<file path="config.mk">
export PLATFORM = sky130hd
export DESIGN_NAME = iob_mdio_phy_responder
export DESIGN_NICKNAME = d
export VERILOG_FILES = /design/src/rtl/iob_mdio_pkg.sv /design/src/rtl/iob_sync2.sv /design/src/rtl/iob_mdio_phy_responder.sv
export SDC_FILE = /design/constraint.sdc
export NUM_CORES = 1
export LEC_CHECK = 0
export CAP_MARGIN = 10
export CORE_MARGIN = 4
export CORE_UTILIZATION = 55
export CTS_BUF_LIST = sky130_fd_sc_hd__clkbuf_16
export DETAILED_ROUTE_END_ITERATION = 16
export DONT_BUFFER_PORTS = 1
export GPL_TIMING_DRIVEN = 1
export PLACE_DENSITY_LB_ADDON = 0.3
export SYNTH_ARGS = -nofsm -noshare
export SYNTH_HDL_FRONTEND = slang
export SYNTH_HIERARCHICAL = 1
export SYNTH_SLANG_ARGS = --single-unit
</file>
<file path="constraint.sdc">
create_clock -name clk -period 2.53 [get_ports clk]
set_input_delay 0.3795 -clock clk [delete_from_list [all_inputs] [get_ports clk]]
set_output_delay 0.3795 -clock clk [all_outputs]
set_load 0.03 [all_outputs]
</file>
<file path="src/rtl/iob_mdio_pkg.sv">
// Shared definitions for the Clause-22 MDIO PHY responder:
// FSM encoding, opcodes, register addresses and register reset values.
package iob_mdio_pkg;

  // Frame-tracking states, one per MDIO frame field
  typedef enum logic [2:0] {
    ST_PREAMBLE = 3'd0,
    ST_ST2      = 3'd1,
    ST_OP       = 3'd2,
    ST_PHYAD    = 3'd3,
    ST_REGAD    = 3'd4,
    ST_TA       = 3'd5,
    ST_DATA     = 3'd6
  } mdio_state_e;

  // Clause-22 opcodes (the ST field is 01 and is checked separately)
  localparam logic [1:0] MDIO_OP_RD = 2'b10;
  localparam logic [1:0] MDIO_OP_WR = 2'b01;

  // Register addresses served by the responder
  localparam logic [4:0] REG_BMCR   = 5'd0;
  localparam logic [4:0] REG_BMSR   = 5'd1;
  localparam logic [4:0] REG_PHYID1 = 5'd2;
  localparam logic [4:0] REG_PHYID2 = 5'd3;
  localparam logic [4:0] REG_ANAR   = 5'd4;
  localparam logic [4:0] REG_ANLPAR = 5'd5;

  // Register reset / base values
  localparam logic [15:0] BMCR_RST = 16'h1100;
  localparam logic [15:0] BMSR_RST = 16'h7869;
  localparam logic [15:0] ANAR_RST = 16'h01E1;

  // Frame field lengths, expressed as the last bit index of each field
  localparam logic [4:0] OP_LAST    = 5'd1;
  localparam logic [4:0] ADDR_LAST  = 5'd4;
  localparam logic [4:0] TA_LAST    = 5'd1;
  localparam logic [4:0] DATA_LAST  = 5'd15;

endpackage

</file>
<file path="src/rtl/iob_sync2.sv">
// Two-flop synchronizer for a single asynchronous level signal.
module iob_sync2 (
  input  logic clk,
  input  logic rst_n,
  input  logic i_d,
  output logic o_q
);

  logic r_meta;
  logic r_sync;

  // Double-register the asynchronous input into the clk domain
  always_ff @(posedge clk or negedge rst_n) begin
    if (!rst_n) begin
      r_meta <= 1'b0;
      r_sync <= 1'b0;
    end else begin
      r_meta <= i_d;
      r_sync <= r_meta;
    end
  end

  assign o_q = r_sync;

endmodule

</file>
<file path="src/rtl/iob_mdio_phy_responder.sv">
// Clause-22 MDIO PHY responder. MDC/MDIO are oversampled in the clk domain;
// frames addressed to PHY_ADDR are decoded and served from a small register
// file (BMCR, BMSR, PHYID1/2, ANAR, ANLPAR).
module iob_mdio_phy_responder
  import iob_mdio_pkg::*;
#(
  parameter logic [4:0]  PHY_ADDR     = 5'd1,
  parameter logic [15:0] PHYID1       = 16'h0022,
  parameter logic [15:0] PHYID2       = 16'h1619,
  parameter int unsigned PREAMBLE_MIN = 32
) (
  input  logic        clk,
  input  logic        rst_n,
  input  logic        mdc_i,
  input  logic        mdio_i,
  output logic        mdio_o,
  output logic        mdio_oe_o,
  input  logic        link_up_i,
  output logic [15:0] bmcr_o,
  output logic        soft_rst_o,
  output logic        frame_done_o
);

  localparam int unsigned     PRE_W   = $clog2(PREAMBLE_MIN + 1);
  localparam logic [PRE_W-1:0] PRE_MAX = PRE_W'(PREAMBLE_MIN);

  // Synchronised pins and edge detect
  logic w_mdc_s;
  logic w_mdio_s;
  logic r_mdc_d;
  logic w_mdc_rise;

  // Frame tracking
  mdio_state_e      r_state;
  logic [PRE_W-1:0] r_pre_cnt;
  logic [4:0]       r_bit_cnt;
  logic             r_op0;
  logic             r_is_rd;
  logic [3:0]       r_phyad;
  logic             r_match;
  logic [4:0]       r_regad;
  logic [15:0]      r_shift;

  // Register file and registered outputs
  logic [15:0] r_bmcr;
  logic [15:0] r_anar;
  logic        r_mdio;
  logic        r_mdio_oe;
  logic        r_soft_rst;
  logic        r_frame_done;

  // Combinational helpers
  logic [1:0]  w_op;
  logic [4:0]  w_phyad_full;
  logic [4:0]  w_regad_full;
  logic [15:0] w_rd_data;
  logic [15:0] w_wdata;
  logic        w_serve_rd;

  iob_sync2 u_sync_mdc (
    .clk   (clk),
    .rst_n (rst_n),
    .i_d   (mdc_i),
    .o_q   (w_mdc_s)
  );

  iob_sync2 u_sync_mdio (
    .clk   (clk),
    .rst_n (rst_n),
    .i_d   (mdio_i),
    .o_q   (w_mdio_s)
  );

  // Delay the synced MDC by one clk for rising-edge detection
  always_ff @(posedge clk or negedge rst_n) begin
    if (!rst_n) begin
      r_mdc_d <= 1'b0;
    end else begin
      r_mdc_d <= w_mdc_s;
    end
  end

  assign w_mdc_rise   = w_mdc_s & ~r_mdc_d;
  assign w_op         = {r_op0, w_mdio_s};
  assign w_phyad_full = {r_phyad, w_mdio_s};
  assign w_regad_full = {r_regad[3:0], w_mdio_s};
  assign w_wdata      = {r_shift[14:0], w_mdio_s};
  assign w_serve_rd   = r_is_rd & r_match;

  // Read mux, evaluated on the register address as it completes
  always_comb begin
    w_rd_data = '0;
    case (w_regad_full)
      REG_BMCR:   w_rd_data = r_bmcr;
      REG_BMSR:   w_rd_data = BMSR_RST | {13'd0, link_up_i, 2'd0};
      REG_PHYID1: w_rd_data = PHYID1;
      REG_PHYID2: w_rd_data = PHYID2;
      REG_ANAR:   w_rd_data = r_anar;
      REG_ANLPAR: w_rd_data = link_up_i ? r_anar : '0;
      default:    w_rd_data = '0;
    endcase
  end

  // Frame FSM, read driver, write commit and register file
  always_ff @(posedge clk or negedge rst_n) begin
    if (!rst_n) begin
      r_state      <= ST_PREAMBLE;
      r_pre_cnt    <= '0;
      r_bit_cnt    <= '0;
      r_op0        <= 1'b0;
      r_is_rd      <= 1'b0;
      r_phyad      <= '0;
      r_match      <= 1'b0;
      r_regad      <= '0;
      r_shift      <= '0;
      r_bmcr       <= BMCR_RST;
      r_anar       <= ANAR_RST;
      r_mdio       <= 1'b0;
      r_mdio_oe    <= 1'b0;
      r_soft_rst   <= 1'b0;
      r_frame_done <= 1'b0;
    end else begin
      r_soft_rst   <= 1'b0;
      r_frame_done <= 1'b0;
      if (w_mdc_rise) begin
        case (r_state)
          ST_PREAMBLE: begin
            if (w_mdio_s) begin
              if (r_pre_cnt != PRE_MAX) begin
                r_pre_cnt <= r_pre_cnt + PRE_W'(1);
              end
            end else begin
              // First bit of ST only counts after a full preamble
              if (r_pre_cnt == PRE_MAX) begin
                r_state <= ST_ST2;
              end
              r_pre_cnt <= '0;
            end
          end

          ST_ST2: begin
            if (w_mdio_s) begin
              r_state   <= ST_OP;
              r_bit_cnt <= '0;
            end else begin
              r_state <= ST_PREAMBLE;
            end
          end

          ST_OP: begin
            if (r_bit_cnt != OP_LAST) begin
              r_op0     <= w_mdio_s;
              r_bit_cnt <= r_bit_cnt + 5'd1;
            end else if (w_op == MDIO_OP_RD || w_op == MDIO_OP_WR) begin
              r_is_rd   <= (w_op == MDIO_OP_RD);
              r_state   <= ST_PHYAD;
              r_bit_cnt <= '0;
            end else begin
              r_state <= ST_PREAMBLE;
            end
          end

          ST_PHYAD: begin
            r_phyad <= w_phyad_full[3:0];
            if (r_bit_cnt == ADDR_LAST) begin
              r_match   <= (w_phyad_full == PHY_ADDR);
              r_state   <= ST_REGAD;
              r_bit_cnt <= '0;
            end else begin
              r_bit_cnt <= r_bit_cnt + 5'd1;
            end
          end

          ST_REGAD: begin
            r_regad <= w_regad_full;
            if (r_bit_cnt == ADDR_LAST) begin
              r_shift   <= w_rd_data;
              r_state   <= ST_TA;
              r_bit_cnt <= '0;
            end else begin
              r_bit_cnt <= r_bit_cnt + 5'd1;
            end
          end

          ST_TA: begin
            if (r_bit_cnt != TA_LAST) begin
              if (w_serve_rd) begin
                r_mdio_oe <= 1'b1;
                r_mdio    <= 1'b0;
              end
              r_bit_cnt <= r_bit_cnt + 5'd1;
            end else begin
              // Data leads the master's sample by one bit: D15 goes out here
              if (w_serve_rd) begin
                r_mdio  <= r_shift[15];
                r_shift <= {r_shift[14:0], 1'b0};
              end
              r_state   <= ST_DATA;
              r_bit_cnt <= '0;
            end
          end

          ST_DATA: begin
            if (r_is_rd) begin
              if (r_match) begin
                if (r_bit_cnt == DATA_LAST) begin
                  r_mdio_oe <= 1'b0;
                  r_mdio    <= 1'b0;
                end else begin
                  r_mdio  <= r_shift[15];
                  r_shift <= {r_shift[14:0], 1'b0};
                end
              end
            end else begin
              r_shift <= w_wdata;
            end

            if (r_bit_cnt == DATA_LAST) begin
              r_state   <= ST_PREAMBLE;
              r_pre_cnt <= '0;
              if (r_match) begin
                r_frame_done <= 1'b1;
                if (!r_is_rd) begin
                  if (r_regad == REG_BMCR) begin
                    // Soft reset wins over the written word; bit 15 is never stored
                    if (w_wdata[15]) begin
                      r_soft_rst <= 1'b1;
                      r_bmcr     <= BMCR_RST;
                      r_anar     <= ANAR_RST;
                    end else begin
                      r_bmcr <= w_wdata;
                    end
                  end else if (r_regad == REG_ANAR) begin
                    r_anar <= w_wdata;
                  end
                end
              end
            end else begin
              r_bit_cnt <= r_bit_cnt + 5'd1;
            end
          end

          default: begin
            r_state   <= ST_PREAMBLE;
            r_pre_cnt <= '0;
          end
        endcase
      end
    end
  end

  assign mdio_o       = r_mdio;
  assign mdio_oe_o    = r_mdio_oe;
  assign bmcr_o       = r_bmcr;
  assign soft_rst_o   = r_soft_rst;
  assign frame_done_o = r_frame_done;

endmodule

</file>
# Word-level counts from Yosys, hierarchy flattened
# Index checks and enable logic that the tools add are counted.
# op_classes
n_bitwise	6
mux	58
reduce_logical	23
n_addsub	2
eq_ne	38
# ops
op	n
16-bit two-way mux	10
16-bit one-hot mux with 6 select lines	1
16-bit one-hot mux with 3 select lines	1
5-bit two-way mux	6
2-bit != test (second input constant)	13
5-bit one-hot mux with 5 select lines	1
1-bit two-way mux	22
3-bit two-way mux	7
3-bit one-hot mux with 7 select lines	1
7-bit AND reduction	3
5-bit by 3-bit equality test with 1-bit output (second input constant)	4
6-bit two-way mux	3
6-bit one-hot mux with 3 select lines	1
15-bit two-way mux	1
3-bit != test (second input constant)	4
5-bit by 1-bit equality test with 1-bit output (second input constant)	2
5-bit by 2-bit equality test with 1-bit output (second input constant)	2
5-bit zero test	2
5-bit AND reduction	2
3-bit equality test (second input constant)	3
4-bit AND reduction	2
8-bit AND reduction	1
6-bit by 1-bit adder with 6-bit output (second input constant)	1
3-bit by 2-bit equality test with 1-bit output (second input constant)	2
other kinds (23)	32
# word_totals
elab_cells	147
reg_bits	83
out_inout_bits	20

# Longest topological paths before layout
# Gate-level depths: netlist of the first run.
# logic_depth
ltp_word	7
depth_mapped	9

# By module
# Netlist of the first run, hierarchy kept.
# by_module_without_submodules
mod	area_each_um2	n_inst	cells_each
iob_mdio_phy_responder	4131.5	1	441
iob_sync2	50.0	2	2

# Worst setup path before layout of the first run
# No wires, ideal clock.
# synth_path
kind	register to register
startpoint	register r_bit_cnt[0]
endpoint	register r_shift[10]
arrival_time_ps	2139
period_less_slack_ps	2264
setup_time_ps	125
required_time_ps	2405
slack_ps	266
stages_incl_launch_ff	9
path_buffers	1
cell_sequence	dfrtp_1 -> ha_1 -> and3_1 -> ha_1 -> o211ai_1 -> o211ai_1 -> a21oi_2 -> buf_4 -> mux2_2
# synth_via
elab_chain_len	3
# synth_lines
item	line	rtl
start, declared	iob_mdio_phy_responder.sv:36	logic [4:0] r_bit_cnt;
start signal, assigned	iob_mdio_phy_responder.sv:153	r_bit_cnt <= r_bit_cnt + 5'd1;
start signal, assigned	iob_mdio_phy_responder.sv:170	r_bit_cnt <= r_bit_cnt + 5'd1;
start signal, assigned	iob_mdio_phy_responder.sv:181	r_bit_cnt <= r_bit_cnt + 5'd1;
5-bit by 4-bit equality test with 1-bit output (tied with other cells)	iob_mdio_phy_responder.sv:206	if (r_bit_cnt == DATA_LAST) begin
3-bit != test (no source line) / 2-bit != test (equally long branches)	n/a	
7-bit AND reduction (no source line) *	n/a	
end signal, assigned	iob_mdio_phy_responder.sv:196	r_shift <= {r_shift[14:0], 1'b0};
end signal, assigned	iob_mdio_phy_responder.sv:211	r_shift <= {r_shift[14:0], 1'b0};
end signal, assigned	iob_mdio_phy_responder.sv:215	r_shift <= w_wdata;
end, declared	iob_mdio_phy_responder.sv:42	logic [15:0] r_shift;
# Every way passes the cells marked *; elsewhere a longest branch is shown, timed or not.
# A chain may end at the register's enable or synchronous reset.

# Worst setup path in the final report of the first run
# layout_path
startpoint	register r_bit_cnt[1]
endpoint	register r_bit_cnt[0]
# layout_via
elab_chain_len	3
# layout_lines
item	line
5-bit by 1-bit != test with 1-bit output (tied with other cells)	iob_mdio_phy_responder.sv:151, iob_mdio_phy_responder.sv:186
3-bit != test (no source line) (tied with other cells)	n/a
5-bit AND reduction (no source line) / 5-bit one-hot mux with 5 select lines (equally long branches)	n/a
# Several ways; a longest one is shown, not always the timed one.

==> flow_summary_export.csv, run 1 <==
group,metric,value,unit
status,outcome,"finished clean",
power_and_ir_drop,p_comb_frac,0.032,
sta,finalHoldViolations,0,
hold_path,worstHoldEndpoint,"u_sync_mdio/r_meta",
cts,cts_made_buffers,9,
synthesis,ys.flop_type,"dfrtp_1",
floorplanning,die_w,95.7,um
critical_path,path_class,"reg -> reg",
critical_path,startpoint,"r_bit_cnt[1]",
critical_path,r2r_start,"r_bit_cnt[1]",
hold_path,hp-class,"in -> reg",
detailed_routing,avgViaCountPerCell,5.96,
synthesis,ys_types,58,
sta,slew_viol_final,0,
detailed_routing,vias,3237,
sta,fin_ws,0.216,ns
critical_path,crit_arrival,2.53,ns
synthesis,yosysTopAreaCellShare,0.444,
critical_path,endpoint_kind,"flip-flop",
synthesis,synth.avg_cell_area,9.51,um^2
sta,skew,0.00530,ns
power_and_ir_drop,p_sw_frac,0.208,
cts,htree_levels,3,
cts,clk_latency,0.34,ns
power_and_ir_drop,max-vdd-ir-drop,0.000445,V
synthesis,netlist_instances,445,
power_and_ir_drop,power.internal,2320,uW
synthesis,yosys_warnings,6,
detailed_routing,dr.pass1.iters,5,
sta,tightest_slew,0.809,ns
place,hpwl,6040,um
synthesis,synth_area,4230,um^2
power_and_ir_drop,power_density,624,nW/um^2
detailed_routing,wl_per_cell,17.2,um
critical_path,r2r_slack,0.22,ns
sta,fin_crit_sh,0.914,
synthesis,ys_seq_elements,82,
place,post-place-ws,0.117,ns
critical_path,r2r_cells,7,
cts,cts_sinks,82,
hold_path,min-delay-start,"mdio_i",
power_and_ir_drop,switchingPower,610,uW
grt,gr-usage-all-layers,0.223,
grt,grt_pass1_vias,3199,
critical_path,regToRegEndpoint,"r_bit_cnt[0]",
place,numPortBuffers,0,
sta,fin_tns_setup,0,ns
critical_path,cp-start-kind,"flip-flop",
grt,grt_overflow,0,
synthesis,syn-num-nets,457,
sta,period_minus_slack,2.31,ns
floorplanning,initial_core_util,0.574,
power_and_ir_drop,pwr-share-seq,0.456,
layout,final_layout_size_suffix_gt1_frac,0.158,
cts,cts_tree,"done",
synthesis,synthArstFlopShare,1.00,
floorplanning,io_pins,25,
cts,path_clk_slew,0.06,ns
hold_path,hold_path_depth,0,
layout,antennaDiodeCount,0,
cts,clk_path_buf_depth,2,
cts,post_cts_buffers,0,
sta,timing.fmax,432,MHz
synthesis,synth_edf_count,0,
detailed_routing,first_iter_violations,276,
synthesis,yosys-top-cells-count,"dfrtp_1 (75), nand2_1 (65), o21ai_0 (29)",
grt,grt_first_pass_wirelength,15700,um
synthesis,yosys.area.top_type,"dfrtp_1",
place,place_congestion,0.842,
critical_path,crit_fanout,9,
sta,setup_viol,0,
detailed_routing,drc,0,
floorplanning,dieArea,9160,um^2
synthesis,yosys-top-cells-area,"dfrtp_1 (44%), mux2_2 (6.9%), nand2_1 (5.8%)",
floorplanning,coreArea,7370,um^2
cts,root_buffer,"clkbuf_16",
flow_run,drv_cap,0,
synthesis,ys_seq_area_frac,0.487,
grt,grt_max_degree,83,
critical_path,required,2.74,ns
layout,area_growth,10.9,%
detailed_routing,antenna_left,0,
power_and_ir_drop,p_leak,0.00199,uW
floorplanning,fp.dieH,95.7,um
power_and_ir_drop,pwr-share-clk,0.512,
floorplanning,row_count,31,
detailed_routing,drt-total-wl,9320,um
grt,antenna_found_initial,0,
synthesis,yosysMostFrequentCell,"dfrtp_1",
sta,maxSlewHeadroom,0.446,
sta,rsz0062_at_grt,"false",
layout,fin_nets,451,
==> layer usage <==
metal / track usage / wire length [um] / up-vias
li1: - / - / 1547
met1: 0.290 / 4110 / 1602
met2: 0.360 / 4570 / 74
met3: 0.0594 / 501 / 14
met4: 0.0794 / 146 / 0
met5: 0 / 0 / -
==> worst max-delay path by stage <==
stage / depth (start not counted) / endpoint
after floorplan: 8 / r_shift[10]
after CTS: 7 / r_state[1]
after detailed placement: 7 / r_state[1]
after global routing: 7 / r_bit_cnt[0]
after global placement: 7 / r_state[1]
final: 7 / r_bit_cnt[0]
==> state kept, by name (all words and copies together), names as in the netlist, 3 cells and up <==
name	cells
bmcr_o	15
r_anar	16
r_bit_cnt	5
r_phyad	4
r_pre_cnt	6
r_regad	5
r_shift	16
r_state	3
==> cells in the final DEF (no fill, tap or decap), types with 3 or more instances in the layout <==
master      n
a22o_1      3
nor3_1     20
or3_1       3
ha_1        7
a21oi_1    21
clkbuf_16   9
o21ai_1    23
nand2_1    65
mux2_2     26
nor2_1     20
nand3b_1    3
nand3_1    10
and3_1      4
inv_1      18
dfstp_2     7
nor2b_1     4
bufinv_16   3
nand2b_1   17
buf_4       9
xor2_1      3
o21ai_0    29
a2bb2oi_1   4
and2_1      5
o2bb2ai_1   3
dfrtp_1    75
o211ai_1    5
==> timing repair <==
action,CTS,global route
hold buffers,2,0
setup endpoints to repair,0,3
endpoints found under the hold margin,82,0
resized for setup,0,1
==> worst max-delay path, cell delays in order (launching register included) <==
cell     delay [ns]
dfrtp_1        0.40
inv_1          0.09
ha_1           0.16
or4b_1         0.61
nor4b_2        0.32
or3_1          0.34
or2_1          0.18
o21ai_1        0.07
==> layout make-up <==
class                   instances  area, um^2
fillers                       586        2680
repair buffers                 12         125
multi-input cells             317        1970
clock inverters                 7         118
inverters                      17        63.8
well taps                      99         124
flip-flops and latches         82        2060
clock buffers                   9         225
==> cell families (layout without fill, tap and decap cells) <==
family,after synthesis,after routing,share of synthesized area
AND/OR/NAND/NOR,167,167,0.199
AO/OA/AOI/OAI,111,111,0.165
flip-flops,82,82,0.487
buffers and inverters,46,45,0.0470
multiplexers,28,28,0.0739
adder cells (fa/ha/maj),7,7,0.0207
XOR/XNOR,3,3,0.00621
other,1,1,0.000886
==> power by group through the flow <==
stage / sequential, uW / combinational (uW) / clock [uW]
final: 1340 / 93.8 / 1500
after global placement: 1360 / 59.9 / 0
after detailed placement: 1360 / 61.6 / 0
after floorplan: 1360 / 51.2 / 0
after CTS: 1340 / 95.0 / 1530
after global routing: 1340 / 108 / 1590
==> through the flow <==
step                      area (um^2)   util  cells  power, uW  hold slack [ns]
after floorplan                  4230      -    445       1410           0.0839
after global placement           4310  0.585    525       1420           0.0876
after detailed placement         4310  0.585    525       1420           0.0863
after CTS                        4690  0.636    543       2960           0.0527
after global routing             4690  0.637    543       3030           0.0467
final                            4690  0.637    543       2930           0.0652
Power figures use the tool's default switching activity.
==> inputs of run 2 (changes only) <==
--- a/config.mk
+++ b/config.mk
@@ -5,6 +5,7 @@
 export SDC_FILE = /design/constraint.sdc
 export NUM_CORES = 1
 export LEC_CHECK = 0
+export ABC_AREA = 1
 export CAP_MARGIN = 10
 export CORE_MARGIN = 4
 export CORE_UTILIZATION = 55
==> flow_summary_export.csv, run 2 <==
group,metric,value,unit
cts,root_buffer,"clkbuf_16",
detailed_routing,drc,0,
critical_path,crit_arrival,2.43,ns
synthesis,synth_area,4620,um^2
cts,cts_sinks,82,
grt,gr-usage-all-layers,0.240,
power_and_ir_drop,max-vdd-ir-drop,0.000370,V
synthesis,ys_seq_elements,82,
cts,cts_made_buffers,9,
cts,path_clk_slew,0.06,ns
floorplanning,initial_core_util,0.565,
sta,fin_tns_setup,0,ns
detailed_routing,drt-total-wl,11000,um
critical_path,endpoint_kind,"flip-flop",
layout,layout_commonest_cell,"nand2_1",
critical_path,crit_slowest_cell,"dfrtp_1",
synthesis,synthArstFlopShare,1.00,
floorplanning,die_w,99.6,um
sta,slew_viol_final,0,
power_and_ir_drop,pwr-share-seq,0.465,
synthesis,syn-num-nets,616,
critical_path,required,2.77,ns
floorplanning,coreArea,8180,um^2
layout,mostFrequentLayoutCells,"nand2_1 (205), dfrtp_1 (75), nand3_1 (55), inv_1 (47), o21ai_1 (44)",
floorplanning,dieArea,9920,um^2
place,numPortBuffers,0,
sta,tightest_slew,0.641,ns
critical_path,cp-start-kind,"flip-flop",
power_and_ir_drop,p_leak,0.00224,uW
sta,rsz0062_at_grt,"false",
cts,cts_resized,0,
critical_path,path_class,"reg -> reg",
critical_path,crit_chain,"ha_1, nand2_1, nor2_1, ha_1, nand4_2, nor2_1, nand2_2, o31ai_1",
sta,maxSlewHeadroom,0.571,
floorplanning,row_count,33,
grt,grt_overflow,0,
synthesis,yosysMostFrequentCell,"nand2_1",
detailed_routing,avgViaCountPerCell,5.75,
status,outcome,"finished clean",
cts,cts_tree,"done",
layout,area_growth,8.40,%
power_and_ir_drop,power.internal,2220,uW
sta,finalHoldViolations,0,
detailed_routing,dr.pass1.iters,5,
synthesis,synth.avg_cell_area,7.64,um^2
critical_path,crit_fanout,28,
synthesis,ys_seq_area_frac,0.446,
layout,antennaDiodeCount,0,
floorplanning,io_pins,25,
synthesis,ys_types,37,
place,place_inst,689,
synthesis,ys.flop_type,"dfrtp_1",
grt,grt_first_pass_wirelength,19000,um
cts,htree_levels,3,
detailed_routing,vias,4064,
critical_path,cp_top_family,"simple AND/OR/NAND/NOR gates",
grt,grt_pass1_vias,3872,
synthesis,synth_edf_count,0,
floorplanning,fp.dieH,99.6,um
power_and_ir_drop,p_sw_frac,0.226,
place,hpwl,7370,um
layout,fin_nets,609,
power_and_ir_drop,p_comb_frac,0.034,
synthesis,yosys-top-cells-area,"dfrtp_1 (41%), nand2_1 (17%), nand3_1 (6.0%)",
layout,final_layout_size_suffix_gt1_frac,0.110,
power_and_ir_drop,power_density,574,nW/um^2
sta,period_minus_slack,2.19,ns
synthesis,yosys_warnings,6,
power_and_ir_drop,switchingPower,650,uW
layout,final_util,0.612,
sta,skew,0.00841,ns
sta,fin_crit_sh,0.867,
cts,clk_latency,0.34,ns
synthesis,yosys-top-cells-count,"nand2_1 (205), dfrtp_1 (75), nand3_1 (55)",
critical_path,critPathBufInv,0,
synthesis,netlist_instances,604,
detailed_routing,wl_per_cell,15.6,um
layout,fin_cells,707,
sta,timing.fmax,456,MHz
hold_path,hp-class,"in -> reg",
power_and_ir_drop,pwr-share-clk,0.501,
sta,setup_viol,0,
grt,grt_max_degree,83,
synthesis,yosysTopAreaCellShare,0.407,
synthesis,yosys.area.top_type,"dfrtp_1",
cts,post_cts_buffers,0,
detailed_routing,first_iter_violations,416,
place,place_congestion,0.932,
flow_run,drv_cap,0,
cts,clk_path_buf_depth,2,
detailed_routing,antenna_left,0,
grt,antenna_found_initial,0,
critical_path,max_stage_delay,0.43,ns
run 2: changes by cell type after synthesis, sizes merged, moves of 23 or more:
cell	previous run	this run
nand2	65	210
nand3	10	60
inv	17	55
mux2	26	0
nand4	1	25
o21ai	52	75
run 2: metal layers:
metal	routed length, um	GRT usage	vias up	share of wire
li1	-	-	1965	-
met2	5140	0.364	153	0.47
met1	4900	0.338	1925	0.44
met3	767	0.0505	21	0.070
met4	211	0.0914	0	0.019
met5	0	0	-	0
run 2: timing repair:
item	4_1_cts	5_1_grt
hold buffers	2	0
endpoints found under the hold margin	82	0
endpoints found under the setup margin	0	0
run 2: cells by family (layout without fill, tap and decap cells):
kind of cell | Yosys count | after routing | synth area share
buffers and inverters | 81 | 79 | 0.0816
AOI/OAI and AO/OA | 88 | 88 | 0.103
other | 1 | 1 | 0.000812
and+or+nand+nor | 342 | 342 | 0.344
DFF | 82 | 82 | 0.446
xor gates and xnor gates | 3 | 3 | 0.00569
adders and majority gates | 7 | 7 | 0.0190
run 2: power groups by stage:
| stage | combinational, uW | sequential [uW] | clock (uW) |
|---|---|---|---|
| 2_1_floorplan | 55.7 | 1360 | 0 |
| 3_3_place_gp | 64.0 | 1360 | 0 |
| 3_5_place_dp | 65.2 | 1360 | 0 |
| 4_1_cts | 98.8 | 1340 | 1460 |
| 5_1_grt | 113 | 1340 | 1510 |
| 6_report | 97.6 | 1340 | 1440 |
run 2: area by class of cell:
cell class	count	area [um^2]
well taps	105	131
fillers	700	3170
repair buffers	7	87.6
clock inverters	7	100
multi-input cells	441	2180
inverters	56	220
clock buffers	9	225
flip-flops and latches	82	2060
run 2: final timing paths:
| kind | start | endpoint | slack [ns] | cells past startpoint |
|---|---|---|---|---|
| min | mdc_i | u_sync_mdc/r_meta | 0.06 | 0 |
| max | r_bit_cnt[0] | bmcr_o[0] | 0.34 | 8 |
| min in group asynchronous | rst_n | bmcr_o[13] | 0.60 | 2 |
| max in group asynchronous | rst_n | bmcr_o[12] | 1.58 | 2 |
| max reg2reg | r_bit_cnt[0] | bmcr_o[0] | 0.34 | 8 |
| min reg2reg | u_sync_mdc/r_meta | u_sync_mdc/o_q | 0.35 | 0 |
run 2: metrics by stage:
stage	worst slack, ns	hold WS (ns)	cell area [um^2]	power, uW
5_1_grt	0.0715	0.0535	5000	2970
6_report	0.337	0.0640	5000	2870
4_1_cts	0.323	0.0543	5000	2890
3_5_place_dp	0.346	0.0858	4640	1430
2_1_floorplan	0.757	0.0839	4620	1410
3_3_place_gp	0.490	0.0857	4640	1420
==> inputs of run 3 (changes only) <==
--- a/config.mk
+++ b/config.mk
@@ -16,5 +16,4 @@
 export PLACE_DENSITY_LB_ADDON = 0.3
 export SYNTH_ARGS = -nofsm -noshare
 export SYNTH_HDL_FRONTEND = slang
-export SYNTH_HIERARCHICAL = 1
 export SYNTH_SLANG_ARGS = --single-unit
==> flow_summary_export.csv, run 3 <==
group,metric,value,unit
status,outcome,"finished clean",
sta,period_minus_slack,2.24,ns
critical_path,r2r_start,"r_bit_cnt[0]",
cts,cts_hold_buf,2,
floorplanning,dieArea,9510,um^2
hold_path,min-delay-start,"mdc_i",
synthesis,ys_seq_area_frac,0.468,
sta,setup_viol,0,
place,place_congestion,0.888,
synthesis,yosys-top-cells-area,"dfrtp_1 (43%), nand2_1 (17%), nand3_1 (8.7%)",
synthesis,ys_seq_elements,82,
layout,fin_nets,603,
synthesis,yosysTopAreaCellShare,0.426,
hold_path,hp-class,"in -> reg",
detailed_routing,drc,0,
grt,grt_first_pass_wirelength,18300,um
synthesis,synth_area,4410,um^2
detailed_routing,vias,3966,
cts,clk_latency,0.34,ns
place,post-place-ws,0.354,ns
synthesis,yosysMostFrequentCell,"nand2_1",
synthesis,netlist_instances,591,
sta,fin_tns_setup,0,ns
critical_path,r2r_slack,0.29,ns
critical_path,path_class,"reg -> reg",
floorplanning,initial_core_util,0.567,
synthesis,synth_compound_area_frac,0.0704,
floorplanning,fp.dieH,97.5,um
floorplanning,coreArea,7770,um^2
cts,cts_made_buffers,9,
sta,fin_ws,0.294,ns
synthesis,synthAdderAreaFrac,0.0199,
critical_path,crit_end,"bmcr_o[4]",
layout,layout_commonest_cell,"nand2_1",
sta,maxSlewHeadroom,0.579,
layout,area_growth,10.5,%
power_and_ir_drop,max-vdd-ir-drop,0.000356,V
critical_path,crit_fanout,17,
layout,final_layout_size_suffix_gt1_frac,0.0839,
critical_path,startpoint,"r_bit_cnt[0]",
layout,mostFrequentLayoutCells,"nand2_1 (201), nand3_1 (77), dfrtp_1 (75), inv_1 (57), o21ai_0 (41)",
sta,skew,0.0103,ns
detailed_routing,antenna_left,0,
sta,finalHoldViolations,0,
sta,holdWs,0.0640,ns
grt,grt_max_degree,83,
floorplanning,die_w,97.5,um
place,numPortBuffers,0,
synthesis,synthSimpleGateAreaFrac,0.354,
critical_path,regToRegEndpoint,"bmcr_o[4]",
grt,gr-usage-all-layers,0.234,
detailed_routing,first_iter_violations,370,
grt,grt_pass1_vias,3637,
sta,slew_viol_final,0,
power_and_ir_drop,p_leak,0.00240,uW
cts,htree_levels,3,
cts,cts_sinks,82,
grt,grt_overflow,0,
detailed_routing,drt-total-wl,10600,um
detailed_routing,dr.pass1.iters,5,
synthesis,synth_edf_count,0,
place,hpwl,7160,um
synthesis,syn-num-nets,603,
sta,tightest_slew,0.630,ns
synthesis,yosys-top-cells-count,"nand2_1 (201), nand3_1 (77), dfrtp_1 (75)",
synthesis,synth_mux_area_frac,0,
detailed_routing,wl_per_cell,15.2,um
sta,fin_crit_sh,0.884,
critical_path,required,2.74,ns
cts,post_cts_buffers,0,
sta,timing.fmax,447,MHz
critical_path,cp-start-kind,"flip-flop",
floorplanning,row_count,32,
sta,rsz0062_at_grt,"false",
cts,cts_resized,0,
synthesis,ys.flop_type,"dfrtp_1",
cts,root_buffer,"clkbuf_16",
synthesis,synth.avg_cell_area,7.45,um^2
synthesis,ys_types,31,
flow_run,drv_cap,0,
grt,antenna_found_initial,0,
floorplanning,io_pins,25,
synthesis,synthArstFlopShare,1.00,
synthesis,synth_top_family_by_area,"simple AND/OR/NAND/NOR gates",
synthesis,yosys.area_share.xor_xnor,0.00795,
synthesis,yosys_warnings,0,
cts,path_clk_slew,0.07,ns
critical_path,r2r_cells,9,
critical_path,endpoint_kind,"flip-flop",
critical_path,crit_arrival,2.44,ns
cts,clk_path_buf_depth,2,
power_and_ir_drop,power_density,608,nW/um^2
layout,antennaDiodeCount,0,
detailed_routing,avgViaCountPerCell,5.68,
synthesis,yosys.area.top_type,"dfrtp_1",
cts,cts_tree,"done",
==> run 3: changes by cell type after synthesis, sizes merged, moves of 6 or more <==
cell / previous run / this run
buf: 23 / 15
inv: 55 / 61
nand2: 210 / 202
nand3: 60 / 80
nand4: 25 / 18
nor2: 33 / 42
o21ai: 75 / 48
==> run 3: critical path, cell delays in order (launching register included) <==
cell     delay, ns
dfrtp_1       0.43
ha_1          0.22
nand2_1       0.06
nor2_1        0.10
ha_1          0.23
inv_1         0.10
nor4_1        0.28
nand2_1       0.41
nand2_1       0.18
o21ai_0       0.10
==> run 3: how the worst min path moves through the flow <==
stage | endpoint | slack [ns] | cells past startpoint
after floorplan | bmcr_o[0] | 0.08 | 0
after global routing | u_sync_mdc.r_meta | 0.05 | 0
after detailed placement | mdio_o | 0.09 | 0
final | u_sync_mdc.r_meta | 0.06 | 0
after CTS | u_sync_mdc.r_meta | 0.06 | 0
after global placement | r_bit_cnt[2] | 0.09 | 0
==> run 3: cell families after synthesis <==
| family | after synthesis |
|---|---|
| xor gates and xnor gates | 4 |
| adders and majority gates | 7 |
| AOI/OAI and AO/OA | 60 |
| other | 1 |
| DFF | 82 |
| and+or+nand+nor | 354 |
| buffers and inverters | 83 |
==> run 3: stage by stage <==
step	total power, uW	instance area [um^2]	instances	util
global placement	1420	4480	680	0.577
finish	2960	4870	698	0.627
floorplan	1400	4410	591	-
global route	3060	4870	698	0.627
detailed placement	1420	4480	680	0.577
CTS	2970	4870	698	0.627
==> run 3: routing by layer <==
layer | vias to the layer above | track usage | routed length (um)
met2 | 184 | 0.353 | 4870
li1 | 1909 | - | -
met4 | 0 | 0.0660 | 130
met5 | - | 0 | 0
met3 | 17 | 0.0524 | 875
met1 | 1856 | 0.340 | 4750
==> run 3: where the power goes <==
part | switching [uW] | leakage, uW | internal [uW]
logic | 69.6 | 0.00121 | 26.6
clock network | 556 | 0.000167 | 973
registers | 10.6 | 0.00102 | 1320
==> run 3: cell type report <==
cell class	instances	area (um^2)
clock buffer	9	225
clock inverter	7	124
fill	679	2900
inverter	62	233
multi-input combinational	426	2000
sequential	82	2060
tap	102	128
timing repair buffer	10	97.6
